`config.mk`:
```
export PLATFORM = sky130hd
export DESIGN_NAME = pll_divider_prog
export DESIGN_NICKNAME = d
export VERILOG_FILES = /design/src/rtl/pll_divider_prog.sv
export SDC_FILE = /design/constraint.sdc
export NUM_CORES = 1
export LEC_CHECK = 0
export CAP_MARGIN = 10
export CORE_MARGIN = 2
export CORE_UTILIZATION = 50
export CTS_CLUSTER_DIAMETER = 200
export DETAILED_ROUTE_END_ITERATION = 10
export MAX_ROUTING_LAYER = met4
export PLACE_DENSITY = 0.7
export REMOVE_ABC_BUFFERS = 1
export SKIP_LAST_GASP = 1
export SYNTH_ARGS = -nofsm -noshare
export SYNTH_HDL_FRONTEND = slang
export SYNTH_SLANG_ARGS = --single-unit
```
`constraint.sdc`:
```
create_clock -name clk_in -period 6.6 [get_ports clk_in]
set_input_delay 1.32 -clock clk_in [delete_from_list [all_inputs] [get_ports clk_in]]
set_output_delay 1.32 -clock clk_in [all_outputs]
set_load 0.02 [all_outputs]
```
`src/rtl/pll_divider_prog.sv`:
```
// rtl/pll_divider_prog.sv - run-time programmable clock divider / tick generator
//
// Purpose:
//   Divides clk_in by a programmable divisor D to produce either a 50% duty
//   square wave (toggle mode, period 2*D) or a one-cycle strobe every D
//   cycles (pulse mode). A new divisor/mode is accepted through a
//   valid/ready handshake, held as pending, and applied only at a period
//   boundary (wrap), while the counter is stopped (en=0) or on sync_clr,
//   so clk_out never glitches mid-period.
//
// Optional feature:
//   PLL_DIVIDER_PERIOD_COUNT_EN - adds period_cnt, a saturating 16-bit count
//   of wraps, cleared by reset and sync_clr (not by a load).
//
// Ports:
//   clk_in      in   system clock, rising edge
//   rst_n       in   synchronous active-low reset
//   en          in   count enable
//   sync_clr    in   phase restart request (one cycle)
//   div_in      in   requested divisor (0 is clamped to 1)
//   div_mode    in   requested mode: 0 toggle, 1 pulse
//   div_valid   in   load request
//   div_ready   out  divider can accept a load
//   clk_out     out  divided clock or strobe
//   tick        out  one-cycle pulse on every counter wrap
//   cfg_pending out  accepted setting waiting to be applied
//   period_cnt  out  wrap count (only with PLL_DIVIDER_PERIOD_COUNT_EN)

module pll_divider_prog #(
  parameter int CNT_W        = 16,
  parameter int DEFAULT_DIV  = 12588,
  parameter bit DEFAULT_MODE = 1'b0
) (
  input  logic             clk_in,
  input  logic             rst_n,
  input  logic             en,
  input  logic             sync_clr,
  input  logic [CNT_W-1:0] div_in,
  input  logic             div_mode,
  input  logic             div_valid,
  output logic             div_ready,
  output logic             clk_out,
  output logic             tick,
  output logic             cfg_pending
`ifdef PLL_DIVIDER_PERIOD_COUNT_EN
  ,
  output logic [15:0]      period_cnt
`endif
);

  localparam logic [CNT_W-1:0] ONE     = {{(CNT_W-1){1'b0}}, 1'b1};
  localparam logic [CNT_W-1:0] DEF_DIV = CNT_W'(DEFAULT_DIV);

  typedef enum logic {
    ST_IDLE = 1'b0,
    ST_PEND = 1'b1
  } state_t;

  state_t           r_state;
  logic [CNT_W-1:0] r_cnt;
  logic [CNT_W-1:0] r_div;
  logic             r_mode;
  logic [CNT_W-1:0] r_pend_div;
  logic             r_pend_mode;
  logic             r_clk_out;
  logic             r_tick;
  logic             r_div_ready;
  logic             r_cfg_pending;

  logic             w_last;
  logic             w_wrap;
  logic             w_apply;
  logic             w_mode_chg;
  logic [CNT_W-1:0] w_div_clamped;

  // D is never 0, so D-1 cannot underflow.
  assign w_last        = (r_cnt == (r_div - ONE));
  assign w_wrap        = en && w_last;
  // Pending setting lands at a period boundary or whenever counting is stopped.
  assign w_apply       = (r_state == ST_PEND) && (w_wrap || !en);
  assign w_mode_chg    = (r_pend_mode != r_mode);
  assign w_div_clamped = (div_in == '0) ? ONE : div_in;

  always_ff @(posedge clk_in) begin
    if (!rst_n) begin
      r_state       <= ST_IDLE;
      r_cnt         <= '0;
      r_div         <= DEF_DIV;
      r_mode        <= DEFAULT_MODE;
      r_pend_div    <= '0;
      r_pend_mode   <= 1'b0;
      r_clk_out     <= 1'b0;
      r_tick        <= 1'b0;
      r_div_ready   <= 1'b1;
      r_cfg_pending <= 1'b0;
    end else if (sync_clr) begin
      // Phase restart; a simultaneous handshake is deliberately not accepted.
      r_cnt     <= '0;
      r_clk_out <= 1'b0;
      r_tick    <= 1'b0;
      if (r_state == ST_PEND) begin
        r_div         <= r_pend_div;
        r_mode        <= r_pend_mode;
        r_state       <= ST_IDLE;
        r_div_ready   <= 1'b1;
        r_cfg_pending <= 1'b0;
      end
    end else begin
      // Counting path: the completing period always uses the current D/mode.
      if (en) begin
        if (w_last) begin
          r_cnt     <= '0;
          r_tick    <= 1'b1;
          r_clk_out <= r_mode ? 1'b1 : ~r_clk_out;
        end else begin
          r_cnt     <= r_cnt + ONE;
          r_tick    <= 1'b0;
          r_clk_out <= r_mode ? 1'b0 : r_clk_out;
        end
      end else begin
        r_tick <= 1'b0;
        if (r_mode) begin
          r_clk_out <= 1'b0;
        end
      end

      // Load handshake; later assignments here override the counting path.
      case (r_state)
        ST_IDLE: begin
          if (div_valid) begin
            r_pend_div    <= w_div_clamped;
            r_pend_mode   <= div_mode;
            r_state       <= ST_PEND;
            r_div_ready   <= 1'b0;
            r_cfg_pending <= 1'b1;
          end
        end
        ST_PEND: begin
          if (w_apply) begin
            r_div         <= r_pend_div;
            r_mode        <= r_pend_mode;
            r_state       <= ST_IDLE;
            r_div_ready   <= 1'b1;
            r_cfg_pending <= 1'b0;
            if (w_mode_chg) begin
              // Mode switch restarts the phase with the output low.
              r_clk_out <= 1'b0;
              r_cnt     <= '0;
            end else if (!en && (r_cnt >= r_pend_div)) begin
              // A held count beyond the new last value would never wrap.
              r_cnt <= '0;
            end
          end
        end
        default: begin
          r_state <= ST_IDLE;
        end
      endcase
    end
  end

`ifdef PLL_DIVIDER_PERIOD_COUNT_EN
  logic [15:0] r_period_cnt;

  always_ff @(posedge clk_in) begin
    if (!rst_n) begin
      r_period_cnt <= 16'h0000;
    end else if (sync_clr) begin
      r_period_cnt <= 16'h0000;
    end else if (w_wrap && (r_period_cnt != 16'hFFFF)) begin
      r_period_cnt <= r_period_cnt + 16'h0001;
    end
  end

  assign period_cnt = r_period_cnt;
`endif

  assign div_ready   = r_div_ready;
  assign clk_out     = r_clk_out;
  assign tick        = r_tick;
  assign cfg_pending = r_cfg_pending;

endmodule

```
==> impl_summary.log, run 1 <==
INFO  metric finalNetCount = 450
INFO  metric grt_start_max_net_pins = 56
INFO  metric synth_async_sr_flop_share = 0%
INFO  metric final_core_util = a little under three fifths
INFO  metric cts_resized = 0
INFO  metric fin_crit_sh = between 50 and 60%
INFO  metric post_synth_inst_count = between 300 and 400
INFO  metric avgViaCountPerCell = about 5.5
INFO  metric grt_pass1_wl = between 10000 and 15000 um
INFO  metric post-synth-top-area-cell = sky130_fd_sc_hd__dfxtp_1
INFO  metric antenna_cells_inserted = 0
INFO  metric finalWorstPathRequiredPeriod = around 3.8 ns
INFO  metric wl = between 7000 and 8000 um
INFO  metric tritoncts = yes
INFO  metric drt_iter0_drc = between 100 and 150
INFO  metric route.vias.total = 2684
INFO  metric netlist_top_cells_area = sky130_fd_sc_hd__dfxtp_1 (34%), sky130_fd_sc_hd__nand2_1 (8.6%), sky130_fd_sc_hd__ha_1 (7.0%)
INFO  metric swShare = between 20% and 30%
INFO  metric worstPathRequired = 6.85 ns
INFO  metric floorplan.die_area = a little over 7000 um2
INFO  metric clock_sinks = 55
INFO  metric initial_util = around half
INFO  metric layoutNonFillerInstCount = about 490
INFO  metric run_status = finished clean
INFO  metric rows = 29
INFO  metric numPlacedInstances = 480
INFO  metric drc = 0
INFO  metric syn_area_per_cell = about 8.2 um2
INFO  metric setup_tns = 0 ns
INFO  metric cts_hold_buf = 0
INFO  metric start_kind = register
INFO  metric endpoints_failing_hold = 0
INFO  metric max-clock-path-buffers = 2
INFO  metric post-cts-setup-buffers = 0
INFO  metric globalplace.congestion = 0.954
INFO  metric worstMarginPinSlew = approximately 0.73 ns
INFO  metric p_switching = 0.170 mW
INFO  metric post_route_cells_drive_above_1_share = between 3 and 4%
INFO  metric synth_seq_area_share = between 30% and 40%
INFO  metric ir_worst_vdd = between 0.1 and 0.15 mV
INFO  metric seq_power_share = around 53%
INFO  metric timing.clock.skew = between 0.015 and 0.02 ns
INFO  metric floorplan_die_height = approximately 84 um
INFO  metric die_w = between 80 and 90 um
INFO  metric wire_per_inst = between 10 and 15 um
INFO  metric fmaxAchievable = 263 MHz
INFO  metric layout-area-overhead-vs-synth = 11.7%
INFO  metric worstPathMaxFanout = 10
INFO  metric max_cap_violations = 0
INFO  metric first_global_vias = 2491
INFO  metric p_int = between 0.4 and 0.5 mW
INFO  metric synth_warnings = 0
INFO  metric htree_levels = 2
INFO  metric clk_transition_reported_paths = 0.11 ns
INFO  metric combinationalPowerShare = 11.3%
INFO  metric mappedNetlistArea = 3230 um2
INFO  metric synth_enable_flop_cells = 0
INFO  metric report.final.slew_viol_count = 0
INFO  metric grt_use_total = 21.4%
INFO  metric cts-root-buf = sky130_fd_sc_hd__clkbuf_8
INFO  metric timing.setup.critical_path_class = register to register
INFO  metric grt_antenna_before_repair = 0
INFO  metric route.antenna.remaining_nets = 0
INFO  metric layout.cells.most_common = sky130_fd_sc_hd__nand2_1
INFO  metric max-slew-margin-rel = 50.9%
INFO  metric rsz0062_at_grt = no
INFO  metric io_buffer_count = 25
INFO  metric power.density = approximately 180 nW/um2
INFO  metric final.hold.worst_slack = 0.469 ns
INFO  metric synth_top_area_share = approximately a third
INFO  metric crit_arrival = 4.05 ns
INFO  metric dr.pass1.iters = 4
INFO  metric clockPowerShare = between 30% and 40%
INFO  metric final_setup_viols = 0
INFO  metric clk_latency = between 0.3 and 0.4 ns
INFO  metric netlist-cell-type-count = slightly above 50
INFO  metric io_pins = 26
INFO  metric hold_path.class = register to register
INFO  metric core-area = 6280 um2
INFO  metric synth_top_flop_cell = sky130_fd_sc_hd__dfxtp_1
INFO  metric yosys_register_bits = 55
INFO  metric critPathCaptureType = register
INFO  metric cts_buffers = 5
INFO  metric power_leakage = 1.27 nW
INFO  metric dp_hpwl = around 5500 um
INFO  metric layout.cells.most_common_list = sky130_fd_sc_hd__nand2_1 (74), sky130_fd_sc_hd__dfxtp_1 (55), sky130_fd_sc_hd__nor2_1 (29), sky130_fd_sc_hd__clkdlybuf4s50_1 (25), sky130_fd_sc_hd__inv_1 (24)
INFO  metric grt.overflow.total = 0
path summary, 6_finish.rpt:
path                            cells after the start  slack (ns)                  endpoint                     start
worst max-delay path                               11        2.80     r_div[9]$_SDFFE_PN0P_     r_div[0]$_SDFFE_PN0P_
worst min-delay path                                2        0.47  cfg_pending$_SDFFE_PN0P_  cfg_pending$_SDFFE_PN0P_
worst max register to register                     11        2.80     r_div[9]$_SDFFE_PN0P_     r_div[0]$_SDFFE_PN0P_
worst min register to register                      2        0.47  cfg_pending$_SDFFE_PN0P_  cfg_pending$_SDFFE_PN0P_
kinds of logic after synthesis:
family | Yosys count | share of synthesized area (%)
AND/OR/NAND/NOR | 165 | 24.0
adder cells (fa/ha/maj) | 18 | 6.98
buffers and inverters | 43 | 6.01
flip-flops | 55 | 34.1
multiplexers | 20 | 6.21
XOR/XNOR | 35 | 9.50
AO/OA/AOI/OAI | 59 | 13.1
stage by stage:
stage	cell area (um2)	power (mW)	worst slack, ns
finish	3600	0.665	2.80
global route	3600	0.691	2.60
CTS	3600	0.671	2.81
detailed placement	3480	0.435	2.81
global placement	3480	0.432	2.89
floorplan	3120	0.399	3.27
cells in the mapped netlist, drive strengths merged, types with 2 or more instances:
cell type  instances
nand2             74
a211oi             2
buf                6
and2               2
o21ai              9
nand4             10
nor3               9
or4                2
o21bai             2
nand2b             4
nor2              29
xnor2             18
nor2b             15
or3                2
nor4               5
o2111ai            3
clkbuf            13
xor2              17
ha                18
dfxtp             55
a41oi              2
nand3              6
a21oi             10
mux2i             20
inv               24
and3               3
a21boi            17
a21o               3
final cells by class:
| cell class | instances | area (um2) |
|---|---|---|
| fillers | 599 | 2680 |
| clock inverters | 3 | 50.0 |
| repair buffers | 27 | 265 |
| multi-input cells | 297 | 1930 |
| flip-flops and latches | 55 | 1100 |
| well taps | 77 | 96.3 |
| inverters | 24 | 90.1 |
| clock buffers | 5 | 68.8 |
sequential cells by signal, summed over array words and instances (netlist names):
| register | count |
|---|---|
| r_pend_div | 16 |
| r_cnt | 16 |
| r_pend_mode | 1 |
| r_div | 16 |
| div_ready | 1 |
| clk_out | 1 |
| tick | 1 |
| r_mode | 1 |
| cfg_pending | 1 |
| r_state | 1 |
critical path, cell delays in order, from the launching register on:
cell and delay [ns]:
sky130_fd_sc_hd__dfxtp_1 0.37, sky130_fd_sc_hd__inv_1 0.07, sky130_fd_sc_hd__ha_1 0.22, sky130_fd_sc_hd__or3b_2 0.54
sky130_fd_sc_hd__nor3_1 0.21, sky130_fd_sc_hd__xnor2_1 0.09, sky130_fd_sc_hd__a211oi_1 0.32, sky130_fd_sc_hd__o21ai_0 0.19
sky130_fd_sc_hd__o41a_1 0.55, sky130_fd_sc_hd__a21boi_2 0.62, sky130_fd_sc_hd__buf_4 0.34, sky130_fd_sc_hd__mux2i_1 0.20
power groups by stage:
stage                     registers, mW  clock network [mW]  logic [mW]
after CTS                         0.352               0.243      0.0756
after detailed placement          0.359                   0      0.0754
after global placement            0.359                   0      0.0732
after global routing              0.353               0.254      0.0834
after floorplan                   0.357                   0      0.0423
final                             0.352               0.239      0.0750
layer usage:
layer,global-route usage [%],part of all wire (%)
met2,33.3,45
met1,29.4,50
met4,4.84,1.1
met3,3.34,3.3
met5,-,0
Note: power is estimated with default switching activity, not from simulation.
==> inputs of run 2 (changes only) <==
==> constraint.sdc (replaced) <==
create_clock -name clk_in -period 3.8 [get_ports clk_in]
set_input_delay 0.76 -clock clk_in [delete_from_list [all_inputs] [get_ports clk_in]]
set_output_delay 0.76 -clock clk_in [all_outputs]
set_load 0.02 [all_outputs]
==> run 2 against run 1 <==
Sequential power is 74% higher. Cell count is 0.41% higher. First-iteration DRC count is 28% higher. Routed wire length is 1.7% higher. Global-route usage is 0.16 points higher. Core utilization is 0.24 points lower. Non-clock buffer count is 2 higher. Die area stayed put. Critical path depth is 1 lower. Total power is 62% higher. Via count is 0.86% lower. Maximum frequency is 15% higher. Critical path type unchanged. Largest cell class unchanged.
==> impl_summary.log, run 2 (synthesis gave the netlist of run 1 again) <==
INFO  metric reg.largest.list = r_cnt (16), r_div (16), r_pend_div (16)
INFO  metric crit_path_top_delay_cell = sky130_fd_sc_hd__o21bai_2
INFO  metric worst_hold_startpoint = cfg_pending$_SDFFE_PN0P_
INFO  metric capturing_point_of_the_worst_reg2reg_path = r_cnt[4]$_SDFF_PP0_
INFO  metric core-area = about 6300 um2
INFO  metric htree_levels = 2
INFO  metric ir_worst_vdd = approximately 0.21 mV
INFO  metric max_cap_violations = 0
INFO  metric cts-root-buf = sky130_fd_sc_hd__clkbuf_8
INFO  metric worstPathMaxFanout = 14
INFO  metric worst_setup_path_startpoint = r_div[0]$_SDFFE_PN0P_
INFO  metric route.antenna.remaining_nets = 0
INFO  metric crit_path_cell_trace = inv_1, ha_1, or3b_2, nor3_1, xnor2_1, a211oi_1, o21ai_0, o41a_1, o21bai_2, nor2_1
INFO  metric globalplace.congestion = around 0.94
INFO  metric power.density = 300 nW/um2
INFO  metric critPathCaptureType = register
INFO  metric start_kind = register
INFO  metric worstMarginPinSlew = between 0.6 and 0.7 ns
INFO  metric setup_tns = 0 ns
INFO  metric initial_util = about 51%
INFO  metric tritoncts = yes
INFO  metric grt_antenna_before_repair = 0
INFO  metric fin_crit_sh = 87.3%
INFO  metric clk_latency = 0.31 ns
INFO  metric avgViaCountPerCell = around 5.4
INFO  metric run_status = finished clean
INFO  metric die_w = ~84 um
INFO  metric drt_iter0_drc = about 150
INFO  metric max-clock-path-buffers = 2
INFO  metric worstSetupEndpoint = r_cnt[4]$_SDFF_PP0_
INFO  metric drc = 0
INFO  metric layout-area-overhead-vs-synth = 11.2%
INFO  metric clk_transition_reported_paths = ~0.1 ns
INFO  metric setup.reg_to_reg.worst_slack = about 0.48 ns
INFO  metric timing.clock.skew = roughly 0.0075 ns
INFO  metric crit_path_max_incr_delay = ~0.58 ns
INFO  metric route.vias.total = 2661
INFO  metric max-slew-margin-rel = between 50% and 60%
INFO  metric post-cts-setup-buffers = 0
INFO  metric io_buffer_count = 25
INFO  metric rsz0062_at_grt = no
INFO  metric timing.setup.critical_path_class = register to register
INFO  metric crit_arrival = around 3.5 ns
INFO  metric reg2reg_depth = 10
INFO  metric finalNetCount = 452
INFO  metric hold_path.class = register to register
INFO  metric report.final.slew_viol_count = 0
INFO  metric worstPathRequired = 3.98 ns
INFO  metric placement.setup.worst_slack = 0.534 ns
INFO  metric cts_hold_buf = 0
INFO  metric cts_resized = 0
INFO  metric wl = ~7200 um
INFO  metric floorplan_die_height = about 84 um
INFO  metric fmaxAchievable = 302 MHz
INFO  metric floorplan.die_area = 7110 um2
INFO  metric reg2reg_from = r_div[0]$_SDFFE_PN0P_
INFO  metric antenna_cells_inserted = 0
INFO  metric grt_use_total = between 20 and 25%
INFO  metric dr.pass1.iters = 4
INFO  metric grt_start_max_net_pins = between 50 and 60
INFO  metric layout.cells.most_common = sky130_fd_sc_hd__nand2_1
INFO  metric final_setup_viols = 0
INFO  metric power_leakage = around 1.3 nW
INFO  metric grt_pass1_wl = 12200 um
INFO  metric rows = 29
INFO  metric endpoints_failing_hold = 0
INFO  metric final_critical_path_setup_slack = 0.484 ns
INFO  metric grt.overflow.total = 0
INFO  metric layout.cells.most_common_list = sky130_fd_sc_hd__nand2_1 (74), sky130_fd_sc_hd__dfxtp_1 (55), sky130_fd_sc_hd__nor2_1 (29), sky130_fd_sc_hd__clkdlybuf4s50_1 (25), sky130_fd_sc_hd__inv_1 (24)
INFO  metric first_global_vias = 2578
INFO  metric finalWorstPathRequiredPeriod = between 3 and 4 ns
INFO  metric io_pins = 26
INFO  metric dp_hpwl = 5460 um
INFO  metric wire_per_inst = 14.7 um
INFO  metric post_route_cells_drive_above_1_share = 4.12%
INFO  metric cts_buffers = 5
INFO  metric clock_sinks = 55
==> run 2: changes by cell type in the layout (fill, tap and decap cells not counted) <==
cell / previous run / this run
sky130_fd_sc_hd__buf_4: 2 / 4
sky130_fd_sc_hd__bufinv_16: 1 / 0
sky130_fd_sc_hd__clkbuf_1: 0 / 1
sky130_fd_sc_hd__clkinvlp_4: 0 / 1
sky130_fd_sc_hd__inv_8: 1 / 0
==> run 2: worst min path at each step <==
| stage | end | slack, ns | depth (start not counted) |
|---|---|---|---|
| 4_1_cts | cfg_pending$_SDFFE_PN0P_ | 0.46 | 2 |
| 5_1_grt | cfg_pending$_SDFFE_PN0P_ | 0.48 | 2 |
| 2_1_floorplan | r_div[15]$_SDFFE_PN0P_ | 0.45 | 2 |
| 3_5_place_dp | cfg_pending$_SDFFE_PN0P_ | 0.45 | 2 |
| 6_report | cfg_pending$_SDFFE_PN0P_ | 0.46 | 2 |
| 3_3_place_gp | cfg_pending$_SDFFE_PN0P_ | 0.44 | 2 |
==> run 2: worst max-delay path, delay by kind of cell (launching register included) <==
family | cells | cell delay [ns]
AOI/OAI and AO/OA | 4 | 1.53
and+or+nand+nor | 3 | 0.88
DFF | 1 | 0.37
adders and majority gates | 1 | 0.22
xor gates and xnor gates | 1 | 0.11
buffers and inverters | 1 | 0.07
==> run 2: stage by stage <==
step	power, mW	instance area [um2]	instances	util [%]	hold WS, ns
6_report	1.08	3590	490	57.1	0.459
2_1_floorplan	0.694	3120	376	-	0.446
3_5_place_dp	0.757	3500	482	55.7	0.447
3_3_place_gp	0.754	3500	482	55.7	0.439
5_1_grt	1.12	3590	490	57.1	0.476
4_1_cts	1.08	3590	490	57.1	0.463
==> run 2: layer usage <==
| metal | share of wire (%) | wire length [um] | vias up | GRT usage, % |
|---|---|---|---|---|
| met5 | 0 | 0 | - | - |
| met4 | 0.72 | 52 | 0 | 4.25 |
| met3 | 3.0 | 219 | 8 | 3.05 |
| met2 | 46 | 3330 | 41 | 34.6 |
| met1 | 50 | 3590 | 1236 | 29.2 |
| li1 | - | - | 1376 | - |
==> run 2: final cells by class <==
| type | count | area [um2] |
|---|---|---|
| Fill cell | 605 | 2690 |
| Multi-Input combinational cell | 297 | 1930 |
| Sequential cell | 55 | 1100 |
| Timing Repair Buffer | 29 | 280 |
| Tap cell | 77 | 96.3 |
| Inverter | 24 | 90.1 |
| Clock buffer | 6 | 72.6 |
| Clock inverter | 2 | 16.3 |
==> run 2: power breakdown <==
group / total [mW] / internal [mW] / leakage [nW] / switching, mW
Clock: 0.332 / 0.133 / 0.0418 / 0.199
Combinational: 0.132 / 0.0646 / 0.768 / 0.0673
Sequential: 0.612 / 0.592 / 0.447 / 0.0197
Total: 1.08 / 0.790 / 1.26 / 0.286
==> inputs of run 3 (changes only) <==
--- a/config.mk
+++ b/config.mk
@@ -7,13 +7,14 @@
 export LEC_CHECK = 0
 export CAP_MARGIN = 10
 export CORE_MARGIN = 2
-export CORE_UTILIZATION = 50
+export CORE_UTILIZATION = 54
 export CTS_CLUSTER_DIAMETER = 200
 export DETAILED_ROUTE_END_ITERATION = 10
 export MAX_ROUTING_LAYER = met4
-export PLACE_DENSITY = 0.7
+export PLACE_DENSITY = 0.75
 export REMOVE_ABC_BUFFERS = 1
 export SKIP_LAST_GASP = 1
+export SLEW_MARGIN = 30
 export SYNTH_ARGS = -nofsm -noshare
 export SYNTH_HDL_FRONTEND = slang
 export SYNTH_SLANG_ARGS = --single-unit
==> run 3 against run 2 <==
First-iteration DRC count up 24%. Sequential power about the same. Core utilization is 4.1 points higher. Die area fell by 7.1%. Critical endpoint is now r_cnt[9]$_SDFF_PP0_. Largest cell class unchanged. Highest routed layer unchanged.
==> impl_summary.log, run 3 (synthesis gave the netlist of run 1 again) <==
INFO  metric power.density = 302 nW/um2
INFO  metric power_leakage = ~1.3 nW
INFO  metric min_delay_worst_endpoint = cfg_pending$_SDFFE_PN0P_
INFO  metric finalWorstPathRequiredPeriod = 3.30 ns
INFO  metric setup_tns = 0 ns
INFO  metric globalplace.congestion = about 0.96
INFO  metric cts_resized = 0
INFO  metric grt_use_total = about a quarter
INFO  metric wl_met1 = 3670 um
INFO  metric antenna_cells_inserted = 0
INFO  metric wl_met3 = between 200 and 250 um
INFO  metric drc = 0
INFO  metric max-slew-margin-rel = a little under three fifths
INFO  metric final.hold.worst_slack = between 0.4 and 0.5 ns
INFO  metric setup.reg_to_reg.worst_slack = around 0.50 ns
INFO  metric run_status = finished clean
INFO  metric final_critical_path_setup_slack = 0.497 ns
INFO  metric die_w = between 80 and 90 um
INFO  metric reg2reg_from = r_div[0]$_SDFFE_PN0P_
INFO  metric layout.cells.most_common_list = sky130_fd_sc_hd__nand2_1 (74), sky130_fd_sc_hd__dfxtp_1 (55), sky130_fd_sc_hd__nor2_1 (29), sky130_fd_sc_hd__clkdlybuf4s50_1 (25), sky130_fd_sc_hd__inv_1 (24)
INFO  metric route.vias.total = roughly 2700
INFO  metric worstPathMaxFanout = 14
INFO  metric crit_arrival = about 3.5 ns
INFO  metric hold_crit_depth = 2
INFO  metric dr.pass1.iters = 4
INFO  metric area.sequential = about 1100 um2
INFO  metric final_design_area_no_fill = between 3000 and 4000 um2
INFO  metric fmaxAchievable = a little over 300 MHz
INFO  metric final_core_util = just over 60%
INFO  metric route.top_layer_used = met4
INFO  metric reg.largest.list = r_cnt (16), r_div (16), r_pend_div (16)
INFO  metric ir_worst_vdd = 0.182 mV
INFO  metric fillCellCount = 530
INFO  metric wire_per_inst = around 15 um
INFO  metric fin_crit_sh = 86.9%
INFO  metric endpoints_failing_hold = 0
INFO  metric tritoncts = yes
INFO  metric multi_input_area = 1930 um2
INFO  metric reg2reg_depth = 8
INFO  metric capturing_point_of_the_worst_reg2reg_path = r_cnt[9]$_SDFF_PP0_
INFO  metric layout-area-overhead-vs-synth = 11.1%
INFO  metric post-cts-setup-buffers = 0
INFO  metric placement.setup.worst_slack = around 0.56 ns
INFO  metric worst_hold_startpoint = cfg_pending$_SDFFE_PN0P_
INFO  metric max_cap_violations = 0
INFO  metric route.met2.wl = 3370 um
INFO  metric grt_antenna_before_repair = 0
INFO  metric timing.setup.critical_path_class = register to register
INFO  metric postPlaceCellArea = ~3500 um2
INFO  metric hold_path.class = register to register
INFO  metric finalNetCount = between 400 and 500
INFO  metric htree_levels = 2
INFO  metric report.final.slew_viol_count = 0
INFO  metric worstPathRequired = approximately 4 ns
INFO  metric avgViaCountPerCell = between 5 and 6
INFO  metric first_global_vias = between 2000 and 2500
INFO  metric core-area = 5850 um2
INFO  metric rsz0062_at_grt = no
INFO  metric final_setup_viols = 0
INFO  metric initial_util = 55.1%
INFO  metric cts_buffers = 5
INFO  metric clk_latency = 0.32 ns
INFO  metric floorplan.die_area = roughly 6600 um2
INFO  metric dp_hpwl = around 5500 um
INFO  metric max-clock-path-buffers = 2
INFO  metric post_route_cells_drive_above_1_share = 4.13%
INFO  metric cts-root-buf = sky130_fd_sc_hd__clkbuf_8
INFO  metric worstMarginPinSlew = between 0.6 and 0.7 ns
INFO  metric grt.overflow.total = 0
INFO  metric grt_pass1_wl = roughly 12000 um
INFO  metric start_kind = register
INFO  metric wl = around 7500 um
INFO  metric layoutNonFillerInstCount = just under 500
INFO  metric floorplan_die_height = roughly 80 um
INFO  metric io_pins = 26
INFO  metric rows = 28
INFO  metric clock_sinks = 55
INFO  metric drt_iter0_drc = 190
INFO  metric route.antenna.remaining_nets = 0
INFO  metric timing.clock.skew = 0.0109 ns
INFO  metric grt_start_max_net_pins = 55
INFO  metric layout.cells.most_common = sky130_fd_sc_hd__nand2_1
INFO  metric numPlacedInstances = between 400 and 500
INFO  metric p_total = approximately 1.1 mW
INFO  metric io_buffer_count = 25
INFO  metric cts_hold_buf = 0
INFO  metric critPathCaptureType = register
INFO  metric clk_transition_reported_paths = between 0.1 and 0.15 ns
run 3: cell types whose count changed in the layout (fill, tap and decap cells not counted), sizes merged:
cell	previous run	this run
clkinv	0	1
clkbuf	6	5
clkinvlp	1	0
run 3: layout make-up:
cell class	count	area share, %
Multi-Input combinational cell	297	53.9
Tap cell	75	2.62
Sequential cell	55	30.7
Clock inverter	2	0.489
Timing Repair Buffer	29	7.82
Inverter	24	2.51
Clock buffer	5	1.92
run 3: worst max-delay path by stage:
stage	start	to	depth (start not counted)
after global placement	r_div[0]$_SDFFE_PN0P_	r_cnt[15]$_SDFF_PP0_	8
after floorplan	r_div[0]$_SDFFE_PN0P_	r_div[0]$_SDFFE_PN0P_	8
after global routing	r_div[0]$_SDFFE_PN0P_	r_cnt[9]$_SDFF_PP0_	8
after CTS	r_div[0]$_SDFFE_PN0P_	r_cnt[9]$_SDFF_PP0_	8
after detailed placement	r_div[0]$_SDFFE_PN0P_	r_cnt[8]$_SDFF_PP0_	8
final	r_div[0]$_SDFFE_PN0P_	r_cnt[9]$_SDFF_PP0_	8
run 3: worst max-delay path, stage by stage, from the launching register on:
cell and delay [ns]:
sky130_fd_sc_hd__dfxtp_1 0.36, sky130_fd_sc_hd__or4_1 0.58, sky130_fd_sc_hd__nor2_1 0.41, sky130_fd_sc_hd__nand3_1 0.16
sky130_fd_sc_hd__xnor2_1 0.16, sky130_fd_sc_hd__a311o_1 0.33, sky130_fd_sc_hd__o41a_1 0.48, sky130_fd_sc_hd__o21bai_2 0.56
sky130_fd_sc_hd__nor2_1 0.11
run 3: report_power, final:
part	internal (mW)	switching (mW)
clock	0.130	0.207
sequential	0.592	0.0189
combinational	0.0649	0.0683
total	0.787	0.295
run 3: routing by layer:
layer / global-route usage [%] / up-vias
met4: 8.98 / 0
met5: - / -
met2: 37.0 / 71
met3: 3.56 / 18
li1: - / 1375
met1: 32.9 / 1268
